--- config.mk ---
export PLATFORM = sky130hd
export DESIGN_NAME = detector_jogada_flat
export DESIGN_NICKNAME = d
export VERILOG_FILES = /design/src/rtl/detector_jogada_if.sv /design/src/rtl/detector_jogada.sv /design/src/flat_wrapper.sv
export SDC_FILE = /design/constraint.sdc
export NUM_CORES = 1
export LEC_CHECK = 0
export ABC_AREA = 1
export CORE_ASPECT_RATIO = 0.6
export CORE_MARGIN = 1
export CORE_UTILIZATION = 50
export CTS_BUF_LIST = sky130_fd_sc_hd__clkbuf_4 sky130_fd_sc_hd__clkbuf_8
export CTS_CLUSTER_DIAMETER = 30
export CTS_CLUSTER_SIZE = 14
export DETAILED_ROUTE_END_ITERATION = 6
export PLACE_DENSITY_LB_ADDON = 0.12
export SLEW_MARGIN = 25
export SYNTH_ARGS = -nofsm -noshare
export SYNTH_HDL_FRONTEND = slang
export SYNTH_SLANG_ARGS = --single-unit
--- constraint.sdc ---
create_clock -name clock -period 2.21 [get_ports clock]
set_input_delay 0.3315 -clock clock [delete_from_list [all_inputs] [get_ports clock]]
set_output_delay 0.3315 -clock clock [all_outputs]
set_load 0.01 [all_outputs]
--- src/rtl/detector_jogada_if.sv ---
// -----------------------------------------------------------------------------
// detector_jogada_if
// Groups the play-detector signals exchanged with the rest of the memory-game
// datapath.
//   master modport : drives habilita, zera_timeout, chaves; observes the rest
//   slave modport  : the detector itself
// Signals:
//   habilita            level, 1 = accept plays and count timeout
//   zera_timeout        synchronous clear of timeout counter and flag
//   chaves[3:0]         raw player keys
//   jogada[3:0]         last accepted play
//   jogada_feita        one-cycle pulse per accepted play
//   timeout             sticky timeout flag
//   db_estado[2:0]      FSM state encoding
//   db_contagem_timeout timeout counter value
//   db_chave_invalida   non-one-hot key pattern rejected
// -----------------------------------------------------------------------------
interface detector_jogada_if #(
    parameter int TIMEOUT_CYCLES = 3000
);
    localparam int W = $clog2(TIMEOUT_CYCLES + 1);

    logic           habilita;
    logic           zera_timeout;
    logic [3:0]     chaves;
    logic [3:0]     jogada;
    logic           jogada_feita;
    logic           timeout;
    logic [2:0]     db_estado;
    logic [W-1:0]   db_contagem_timeout;
    logic           db_chave_invalida;

    modport master (
        output habilita, zera_timeout, chaves,
        input  jogada, jogada_feita, timeout,
        input  db_estado, db_contagem_timeout, db_chave_invalida
    );

    modport slave (
        input  habilita, zera_timeout, chaves,
        output jogada, jogada_feita, timeout,
        output db_estado, db_contagem_timeout, db_chave_invalida
    );
endinterface

--- src/rtl/detector_jogada.sv ---
// -----------------------------------------------------------------------------
// detector_jogada
// Input stage of the memory-game datapath: debounces the four player keys,
// registers the accepted play with a single-cycle jogada_feita pulse, and runs
// the per-play timeout counter with a sticky timeout flag.
// Ports:
//   clock  system clock, rising edge
//   reset  synchronous, active-high
//   bus    detector_jogada_if.slave (keys/enable in, play/timeout/debug out)
// Parameters:
//   DEBOUNCE_CYCLES  identical non-zero samples needed to accept a play (>= 2)
//   TIMEOUT_CYCLES   cycles allowed per play
// Build option:
//   MULTIKEY_REJECT_EN  when defined, non-one-hot key patterns are never
//                       accepted and db_chave_invalida flags them; otherwise
//                       any non-zero pattern is a valid play.
// -----------------------------------------------------------------------------
module detector_jogada #(
    parameter int DEBOUNCE_CYCLES = 2,
    parameter int TIMEOUT_CYCLES  = 3000
) (
    input  logic               clock,
    input  logic               reset,
    detector_jogada_if.slave   bus
);
    localparam int CNT_W = $clog2(TIMEOUT_CYCLES + 1);
    localparam int DEB_W = $clog2(DEBOUNCE_CYCLES + 1);

    typedef enum logic [2:0] {
        OCIOSO   = 3'd0,
        SOLTA    = 3'd1,
        AGUARDA  = 3'd2,
        FILTRA   = 3'd3,
        EMITE    = 3'd4,
        ESGOTADO = 3'd5
    } estado_t;

    estado_t           estado_r;
    logic [3:0]        candidato_r;
    logic [3:0]        jogada_r;
    logic [DEB_W-1:0]  deb_cnt_r;
    logic [CNT_W-1:0]  cnt_r;
    logic              timeout_r;
    logic              jogada_feita_r;

    logic              chave_invalida_s;
    logic              conta_s;
    logic              deb_fim_s;
    logic              expira_s;

`ifdef MULTIKEY_REJECT_EN
    // True only for exactly one bit set.
    function automatic logic is_one_hot(input logic [3:0] v);
        return (v != 4'd0) && ((v & (v - 4'd1)) == 4'd0);
    endfunction

    // Multi-key patterns are not valid candidates in this build.
    assign chave_invalida_s = (bus.chaves != 4'd0) && !is_one_hot(bus.chaves);
`else
    // Every non-zero pattern is a valid candidate in this build.
    assign chave_invalida_s = 1'b0;
`endif

    // States in which the per-play timeout counter advances.
    assign conta_s = (estado_r == SOLTA) || (estado_r == AGUARDA) || (estado_r == FILTRA);

    // Debounce completes on this edge: candidate held for the final sample.
    assign deb_fim_s = (estado_r == FILTRA) && (bus.chaves == candidato_r)
                       && (deb_cnt_r == DEB_W'(DEBOUNCE_CYCLES - 1));

    // Expiry on this edge; a completing debounce or a clear request wins.
    assign expira_s = conta_s && (cnt_r == CNT_W'(TIMEOUT_CYCLES - 1))
                      && !bus.zera_timeout && !deb_fim_s;

    // Play-detection FSM with debounce/timeout counters and registered outputs.
    always_ff @(posedge clock) begin
        if (reset) begin
            estado_r       <= OCIOSO;
            candidato_r    <= 4'd0;
            jogada_r       <= 4'd0;
            deb_cnt_r      <= {DEB_W{1'b0}};
            cnt_r          <= {CNT_W{1'b0}};
            timeout_r      <= 1'b0;
            jogada_feita_r <= 1'b0;
        end else if (!bus.habilita) begin
            // Disabling overrides every other event.
            estado_r       <= OCIOSO;
            deb_cnt_r      <= {DEB_W{1'b0}};
            cnt_r          <= {CNT_W{1'b0}};
            timeout_r      <= 1'b0;
            jogada_feita_r <= 1'b0;
        end else if (deb_fim_s) begin
            // Accept the play; the pulse is high for the whole EMITE cycle.
            estado_r       <= EMITE;
            jogada_r       <= candidato_r;
            deb_cnt_r      <= {DEB_W{1'b0}};
            cnt_r          <= {CNT_W{1'b0}};
            jogada_feita_r <= 1'b1;
        end else if (expira_s) begin
            // Counter moves to TIMEOUT_CYCLES and saturates there.
            estado_r       <= ESGOTADO;
            timeout_r      <= 1'b1;
            cnt_r          <= cnt_r + CNT_W'(1'b1);
            jogada_feita_r <= 1'b0;
        end else begin
            jogada_feita_r <= 1'b0;
            if (conta_s) begin
                if (bus.zera_timeout) begin
                    cnt_r <= {CNT_W{1'b0}};
                end else begin
                    cnt_r <= cnt_r + CNT_W'(1'b1);
                end
            end else begin
                cnt_r <= cnt_r;
            end

            case (estado_r)
                OCIOSO: begin
                    estado_r  <= SOLTA;
                    cnt_r     <= {CNT_W{1'b0}};
                    timeout_r <= 1'b0;
                end
                SOLTA: begin
                    // A key held from before must be released first.
                    if (bus.chaves == 4'd0) begin
                        estado_r <= AGUARDA;
                    end else begin
                        estado_r <= SOLTA;
                    end
                end
                AGUARDA: begin
                    if ((bus.chaves != 4'd0) && !chave_invalida_s) begin
                        estado_r    <= FILTRA;
                        candidato_r <= bus.chaves;
                        deb_cnt_r   <= DEB_W'(1'b1);
                    end else begin
                        estado_r <= AGUARDA;
                    end
                end
                FILTRA: begin
                    if ((bus.chaves == 4'd0) || chave_invalida_s) begin
                        estado_r  <= AGUARDA;
                        deb_cnt_r <= {DEB_W{1'b0}};
                    end else if (bus.chaves == candidato_r) begin
                        deb_cnt_r <= deb_cnt_r + DEB_W'(1'b1);
                    end else begin
                        // A different key restarts the debounce window.
                        candidato_r <= bus.chaves;
                        deb_cnt_r   <= DEB_W'(1'b1);
                    end
                end
                EMITE: begin
                    estado_r <= SOLTA;
                    if (bus.zera_timeout) begin
                        cnt_r <= {CNT_W{1'b0}};
                    end else begin
                        cnt_r <= cnt_r;
                    end
                end
                ESGOTADO: begin
                    // Keys are ignored until the control unit clears the flag.
                    if (bus.zera_timeout) begin
                        estado_r  <= SOLTA;
                        timeout_r <= 1'b0;
                        cnt_r     <= {CNT_W{1'b0}};
                    end else begin
                        estado_r <= ESGOTADO;
                    end
                end
                default: begin
                    estado_r  <= OCIOSO;
                    deb_cnt_r <= {DEB_W{1'b0}};
                    cnt_r     <= {CNT_W{1'b0}};
                    timeout_r <= 1'b0;
                end
            endcase
        end
    end

    assign bus.jogada              = jogada_r;
    assign bus.jogada_feita        = jogada_feita_r;
    assign bus.timeout             = timeout_r;
    assign bus.db_estado           = estado_r;
    assign bus.db_contagem_timeout = cnt_r;
    assign bus.db_chave_invalida   = chave_invalida_s
                                     && ((estado_r == AGUARDA) || (estado_r == FILTRA));

endmodule
--- src/flat_wrapper.sv ---
// flat-port wrapper written by rule: the top's interface ports become plain ports
module detector_jogada_flat 
#(
    parameter int DEBOUNCE_CYCLES = 2,
    parameter int TIMEOUT_CYCLES  = 3000
)
  (clock, reset, bus_habilita, bus_zera_timeout, bus_chaves, bus_jogada, bus_jogada_feita, bus_timeout, bus_db_estado, bus_db_contagem_timeout, bus_db_chave_invalida);
  detector_jogada_if #(.TIMEOUT_CYCLES(TIMEOUT_CYCLES)) bus_i ();
  input  logic clock;
  input  logic reset;
  input wire logic [$bits(bus_i.habilita)-1:0] bus_habilita;
  input wire logic [$bits(bus_i.zera_timeout)-1:0] bus_zera_timeout;
  input wire logic [$bits(bus_i.chaves)-1:0] bus_chaves;
  output wire logic [$bits(bus_i.jogada)-1:0] bus_jogada;
  output wire logic [$bits(bus_i.jogada_feita)-1:0] bus_jogada_feita;
  output wire logic [$bits(bus_i.timeout)-1:0] bus_timeout;
  output wire logic [$bits(bus_i.db_estado)-1:0] bus_db_estado;
  output wire logic [$bits(bus_i.db_contagem_timeout)-1:0] bus_db_contagem_timeout;
  output wire logic [$bits(bus_i.db_chave_invalida)-1:0] bus_db_chave_invalida;
  assign bus_i.habilita = bus_habilita;
  assign bus_i.zera_timeout = bus_zera_timeout;
  assign bus_i.chaves = bus_chaves;
  assign bus_jogada = bus_i.jogada;
  assign bus_jogada_feita = bus_i.jogada_feita;
  assign bus_timeout = bus_i.timeout;
  assign bus_db_estado = bus_i.db_estado;
  assign bus_db_contagem_timeout = bus_i.db_contagem_timeout;
  assign bus_db_chave_invalida = bus_i.db_chave_invalida;
  detector_jogada #(.DEBOUNCE_CYCLES(DEBOUNCE_CYCLES), .TIMEOUT_CYCLES(TIMEOUT_CYCLES)) u_core (.clock(clock), .reset(reset), .bus(bus_i));
endmodule
==> results of run 1 <==
-- per-layer routing --
layer,wire (µm),part of all wire (%),GRT usage [%]
met4,40,1.1,6.79
met5,0,0,0
met1,1950,54,39.1
met2,1290,36,30.3
met3,338,9.3,5.75
-- flip-flops by register name, summed over array words and instances (netlist names) --
name / cells
u_core.bus.timeout: 1
u_core.bus.jogada_feita: 1
u_core.deb_cnt_r: 2
u_core.bus.jogada: 4
u_core.bus.db_estado: 3
u_core.bus.db_contagem_timeout: 12
u_core.candidato_r: 4
-- synthesized netlist by cell type, drive strengths merged --
| master | n | area share [%] |
|---|---|---|
| o21ai | 12 | 3.8 |
| nand4 | 4 | 2.5 |
| nand3 | 20 | 6.6 |
| a22oi | 1 | 0.47 |
| o22ai | 1 | 0.39 |
| buf | 3 | 1.5 |
| nand2 | 60 | 16 |
| nor3b | 2 | 1.6 |
| conb | 1 | 0.24 |
| ha | 2 | 1.6 |
| clkinv | 1 | 0.24 |
| a21o | 1 | 0.47 |
| o211ai | 1 | 0.47 |
| and2 | 1 | 0.39 |
| xor2 | 1 | 0.55 |
| xnor2 | 1 | 0.55 |
| a211oi | 1 | 0.79 |
| dfxtp | 27 | 34 |
| a32oi | 1 | 0.55 |
| nor2 | 32 | 9.8 |
| nor3 | 7 | 3.5 |
| inv | 36 | 8.5 |
| or2 | 1 | 0.39 |
| a31oi | 2 | 0.79 |
| a21oi | 15 | 4.7 |
-- how the worst min path moves through the flow --
stage / to / slack, ns / cells after the start
after floorplan: u_core.bus.jogada_feita / 0.41 / 1
after global placement: u_core.bus.timeout / 0.47 / 2
after detailed placement: u_core.bus.timeout / 0.47 / 2
after CTS: u_core.bus.timeout / 0.49 / 2
after global routing: u_core.bus.timeout / 0.51 / 2
final: u_core.bus.timeout / 0.49 / 2
-- layout make-up --
class	instances	area, µm²
flip-flops and latches	27	541
multi-input cells	167	886
fillers	279	992
clock inverters	1	7.51
well taps	42	52.6
clock buffers	3	41.3
repair buffers	29	288
inverters	37	139
-- power by group --
part / switching (mW) / internal [mW] / leakage (nW)
Clock: 0.163 / 0.128 / 0.0217
Combinational: 0.0414 / 0.0274 / 0.554
Sequential: 0.00261 / 0.488 / 0.218
Total: 0.207 / 0.644 / 0.794
-- per-stage QoR --
step | hold slack [ns] | cell area [µm²]
final | 0.486 | 1950
after global routing | 0.508 | 1950
after CTS | 0.486 | 1950
after detailed placement | 0.470 | 1910
after global placement | 0.471 | 1910
after floorplan | 0.411 | 1590
-- logic make-up after synthesis --
family                   after synthesis
AO/OA/AOI/OAI                         35
XOR/XNOR                               2
adder cells (fa/ha/maj)                2
buffers and inverters                 40
flip-flops                            27
other                                  1
AND/OR/NAND/NOR                      127
-- tightest hold or removal path, delay by kind of cell, from the launching register on --
kind | cells | cell delay (ns)
flops | 1 | 0.33
simple gates | 1 | 0.06
compound gates | 1 | 0.06
==> summary.md, run 1 <==
| Metric | Value |
|---|---|
| Setup Crit Path Kind | `flop to output pin` |
| Commonest non-fill, non-tap cells in the layout | `nand2_1 (55), inv_1 (33), clkdlybuf4s50_1 (28), dfxtp_1 (27), nor2_1 (24)` |
| Wire per inst | `11.8 µm` |
| RR Startpoint | `u_core.bus.db_estado[1]` |
| Area grow syn2layout | `23.0%` |
| GPL Wtd Cong | `0.863` |
| Post-DP HPWL | `2.83 mm` |
| Synthesized flop and latch total | `27` |
| Reg2Reg Setup Slack | `0.55 ns` |
| Postcts setup bufs | `0` |
| Latest clock arrival within the worst-skew pair | `0.28 ns` |
| Global-route wire length before repair | `5.91 mm` |
| Drt first pass iters | `4` |
| Worst EP arrival | `1.40 ns` |
| Fmax | `577 MHz` |
| Slowest library cell on the worst path | `clkdlybuf4s50_1` |
| Post-synthesis xor/xnor area fraction | `1.10%` |
| Grt ovf | `0` |
| Sequential-to-total area share from yosys stat | `34.0%` |
| Fin crit share | `78.4%` |
| Num rows | `15` |
| CP endpoint | `bus_db_estado[1]` |
| Total negative slack | `0 ns` |
| Fin util | `66.3%` |
| Count of buffer and inverter cells on the critical path | `1` |
| Pleak | `0.794 nW` |
| Core box area | `0.00295 mm²` |
| Final ANT Viol Nets | `0` |
| Crit path from | `u_core.bus.db_estado[1]` |
| CTS max path bufs | `2` |
| Power per cell area | `435 mW/mm²` |
| Worst-path maximum fanout | `9` |
| Die area | `0.00341 mm²` |
| Yosys cell types | `37` |
| All-layer global routing usage | `24.1%` |
| Mapped Cells | `234` |
| Post-Synth Simple-Gate Area | `40.4%` |
| Delay-heaviest family, CP | `buffers and inverters` |
| RSZ-0062 raised after global routing | `no` |
| Min Tclk post-route | `1.73 ns` |
| Starting Density | `53.9%` |
| # diodes | `0` |
| CP max stage delay | `0.60 ns` |
| Largest family of logic cells by synthesized area | `simple AND/OR/NAND/NOR gates` |
| DRC viols | `0` |
| Routed Wire Length | `3.62 mm` |
| Mux cell area share after synthesis | `0%` |
| Layout cells sized above 1 | `11.4%` |
| Die Y | `45.7 µm` |
| Worst setup SP type | `flop` |
| Post-CTS sizing | `0` |
| Compound-cell area share of the yosys netlist | `12.4%` |
| CP Depth | `1` |
| Setup WS pre-CTS | `0.221 ns` |
| CTS buffer count | `3` |
| Clock-pin slew on the worst setup and hold paths | `0.10 ns` |
| Worst path required time | `1.88 ns` |
| Clock root cell | `clkbuf_8` |
| Cell chain of the critical path | `clkdlybuf4s50_1` |
| Synth Area in Adders | `1.57%` |
| Fin cells | `306` |
| Post-Syn Area | `0.00159 mm²` |
| DRT iter0 DRCs | `141` |
| Vias in the first global route | `1260` |
| Mean post-synth cell area | `6.79 µm²` |
| I/O Pins | `30` |
| Hold Path Origin | `u_core.bus.timeout` |
| Die W | `74.8 µm` |
| Number of hold buffers added after cts | `0` |
| Status | `completed` |
| Peak VDD IR | `0.000317 V` |
| TritonCTS clock tree | `done` |
| Setup violators final | `0` |
| Max Cap Viol | `0` |
| Post-route setup slack | `0.478 ns` |
| Placed insts | `302` |
| Initial antenna violation count | `0` |
| H-tree levels | `1` |
| Final Power | `0.851 mW` |
| Slew Limit Fails | `0` |
| CP Capture Type | `output pin` |
| Worst r2r path cells | `9` |
| Final hold viol count | `0` |
| Worst min path class | `flop to flop` |
| Worst Skew | `0.00232 ns` |
| DR vias/cell | `5.05` |
| Capturing point of the worst reg2reg path | `u_core.deb_cnt_r[1]` |
| Fin nets | `275` |
| Commonest non-fill, non-tap cell in the layout | `nand2_1` |
| Largest net degree at the start of global routing | `17` |
| Syn nets | `244` |
| Sinks on Clock Net | `27` |
| # port buffers | `28` |
| Yosys warning total | `0` |
| Via Count | `1545` |
Power figures use the tool's default switching activity.
==> inputs of run 2 (changes only) <==
Settings changed: CORE_UTILIZATION 50 to 48.
Clock period 2.21 ns to 1.4 ns, I/O delays scaled along.
==> run 2 against run 1 <==
The run now ends with setup timing left; non-clock buffer count up 60; cell area up 40%; register-to-register slack worse by 0.86 ns; hold slack worse by 0.14 ns; clock power up 62%; sequential cell count unchanged; clock skew about the same; utilization up 25 points; cell count up 20%.
==> summary.md, run 2 (same netlist as run 1, synthesis figures left out) <==
| Metric | Value |
|---|---|
| Combinational fraction of design power | `12.9% (+4.8 points)` |
| Switching part of the total | `27.3% (+2.9 points)` |
| Final Power | `1.42 mW (+67%)` |
| Hold_ws | `0.349 ns (-0.138 ns)` |
| Die W | `76.3 µm (+2.0%)` |
| RR Startpoint | `u_core.candidato_r[1]` |
| TritonCTS clock tree | `done` |
| # diodes | `0 (unchanged)` |
| Setup violators final | `27 (+27)` |
| Area grow syn2layout | `72.5%` |
| Worst Skew | `0.00239 ns (+0.0000676 ns)` |
| Clock group share of total power | `33.3% (-1.0 points)` |
| Clock-pin slew on the worst setup and hold paths | `0.10 ns (about the same)` |
| Post-placement cell area | `0.00224 mm² (+18%)` |
| Setup Crit Path Kind | `flop to flop` |
| Total negative slack | `-5.03 ns (-5.03 ns)` |
| Drt first pass iters | `6 (+2)` |
| CTS max path bufs | `2 (unchanged)` |
| Worst setup SP type | `flop` |
| Sinks on Clock Net | `27 (unchanged)` |
| Largest net degree at the start of global routing | `16 (-1)` |
| Status | `complete, but fails checks` |
| Hold Path Origin | `bus_chaves[2]` |
| RSZ-0062 raised after global routing | `yes` |
| Worst-path maximum fanout | `6 (-3)` |
| Latest clock arrival within the worst-skew pair | `0.29 ns (about the same)` |
| Wire per inst | `20.5 µm (+73%)` |
| Switching pwr | `0.388 mW (+87%)` |
| Peak VDD IR | `0.000472 V (+49%)` |
| Grt ovf | `0 (unchanged)` |
| Die area | `0.00355 mm² (+4.0%)` |
| Post-DP HPWL | `3.45 mm (+22%)` |
| Post-route setup slack | `-0.310 ns (-0.788 ns)` |
| Max reg flops | `12 (unchanged)` |
| Starting Density | `52.9% (-1.0 points)` |
| Fin area | `0.00274 mm² (+40%)` |
| Core box area | `0.00300 mm² (+1.9%)` |
| Slew Limit Fails | `0 (unchanged)` |
| CTS buffer count | `3 (unchanged)` |
| I/O Pins | `30 (unchanged)` |
| Final hold viol count | `0 (unchanged)` |
| Vias in the first global route | `1773 (+41%)` |
| Commonest non-fill, non-tap cells in the layout | `buf_4 (53), nand2_1 (40), inv_1 (28), nor2_1 (20), dlygate4sd2_1 (16)` |
| Num rows | `15 (unchanged)` |
| CP Capture Type | `flop` |
| Fill count | `119 (-57%)` |
| GPL Wtd Cong | `0.897 (+4.0%)` |
| Global-route wire length before repair | `8.16 mm (+38%)` |
| DRT iter0 DRCs | `221 (+57%)` |
| Final ANT Viol Nets | `0 (unchanged)` |
| Clock root cell | `clkbuf_8` |
| Layout cells sized above 1 | `47.8% (+36 points)` |
| Fin cells | `366 (+20%)` |
| Crit path from | `u_core.candidato_r[1]` |
| Worst EP arrival | `1.93 ns (+0.53 ns)` |
| Reg2Reg Setup Slack | `-0.31 ns (-0.86 ns)` |
| Pleak | `1.35 nW (+70%)` |
| Power per cell area | `519 mW/mm² (+19%)` |
| Worst path required time | `1.62 ns (-0.26 ns)` |
| Worst min path class | `primary input to flop` |
| Max Cap Viol | `0 (unchanged)` |
| DRC viols | `0 (unchanged)` |
| Routed Wire Length | `7.50 mm (+110%)` |
| Commonest non-fill, non-tap cell in the layout | `buf_4` |
| Die Y | `46.6 µm (+2.0%)` |
| # port buffers | `28 (unchanged)` |
| Placed insts | `343 (+14%)` |
| DR vias/cell | `6.13 (+21%)` |
| Min Tclk post-route | `1.71 ns` |
| Fmax | `585 MHz` |
| Failing checks | `setup timing` |
| Fin nets | `335 (+22%)` |
| Seq pwr share | `53.8% (-3.9 points)` |
| All-layer global routing usage | `30.8% (+6.7 points)` |
| Fin crit share | `122%` |
| Via Count | `2245 (+45%)` |
| H-tree levels | `1 (unchanged)` |
| Cell Int Power | `1.03 mW (+61%)` |
| Initial antenna violation count | `0 (unchanged)` |
## run 2: layout make-up
cell class / instances / area [µm²] / area share (%)
Clock inverter: 1 / 5.00 / 0.183
Clock buffer: 3 / 41.3 / 1.51
Inverter: 37 / 150 / 5.48
Timing Repair Buffer: 89 / 763 / 27.8
Tap cell: 42 / 52.6 / 1.92
Sequential cell: 27 / 572 / 20.9
Multi-Input combinational cell: 167 / 1160 / 42.2
## run 2: what timing repair did
item / CTS / global route
pin swaps: 11 / 37
endpoints found under the setup margin: 40 / 30
setup buffers: 11 / 14
resized for setup: 55 / 68
endpoints found under the hold margin: 0 / 0
hold buffers: 0 / 0
## run 2: worst paths after layout
kind	depth (start not counted)	end
setup reg to reg	9	u_core.bus.jogada[0]
setup / recovery	9	u_core.bus.jogada[0]
hold reg to reg	2	u_core.bus.timeout
hold / removal	3	u_core.candidato_r[2]
## run 2: stage by stage
stage	utilization (%)	worst slack, ns
floorplan	-	0.0113
global placement	74.6	-0.414
detailed placement	74.6	-0.426
CTS	82.8	-0.0708
global route	91.3	-0.385
finish	91.3	-0.310
## run 2: worst max-delay path: stages, from the launching register on
cell and delay [ns]:
dfxtp_2 0.36, inv_1 0.06, nand2_1 0.09, nand2_1 0.11
nor2_4 0.18, nand4_4 0.26, nor2_4 0.21, buf_6 0.14
o21ai_1 0.06, a21oi_1 0.16
## run 2: metal layers
metal	track usage (%)	up-vias	share of wire [%]	wire, µm
met5	0	-	0	0
met4	7.31	0	6.2	468
met3	7.13	67	13	952
met2	51.5	222	43	3250
met1	41.1	1027	38	2830
li1	-	929	-	-
## run 2: power by group through the flow
stage / combinational (mW) / clock (mW) / sequential (mW)
floorplan: 0.0629 / 0 / 0.789
global placement: 0.138 / 0 / 0.787
detailed placement: 0.139 / 0 / 0.787
CTS: 0.153 / 0.474 / 0.764
global route: 0.189 / 0.502 / 0.764
finish: 0.184 / 0.474 / 0.764
==> inputs of run 3 (changes only) <==
Settings changed: GPL_ROUTABILITY_DRIVEN set to 1.
==> results of run 3 <==
No change in the layout: final DEF, timing and power equal those of run 2.
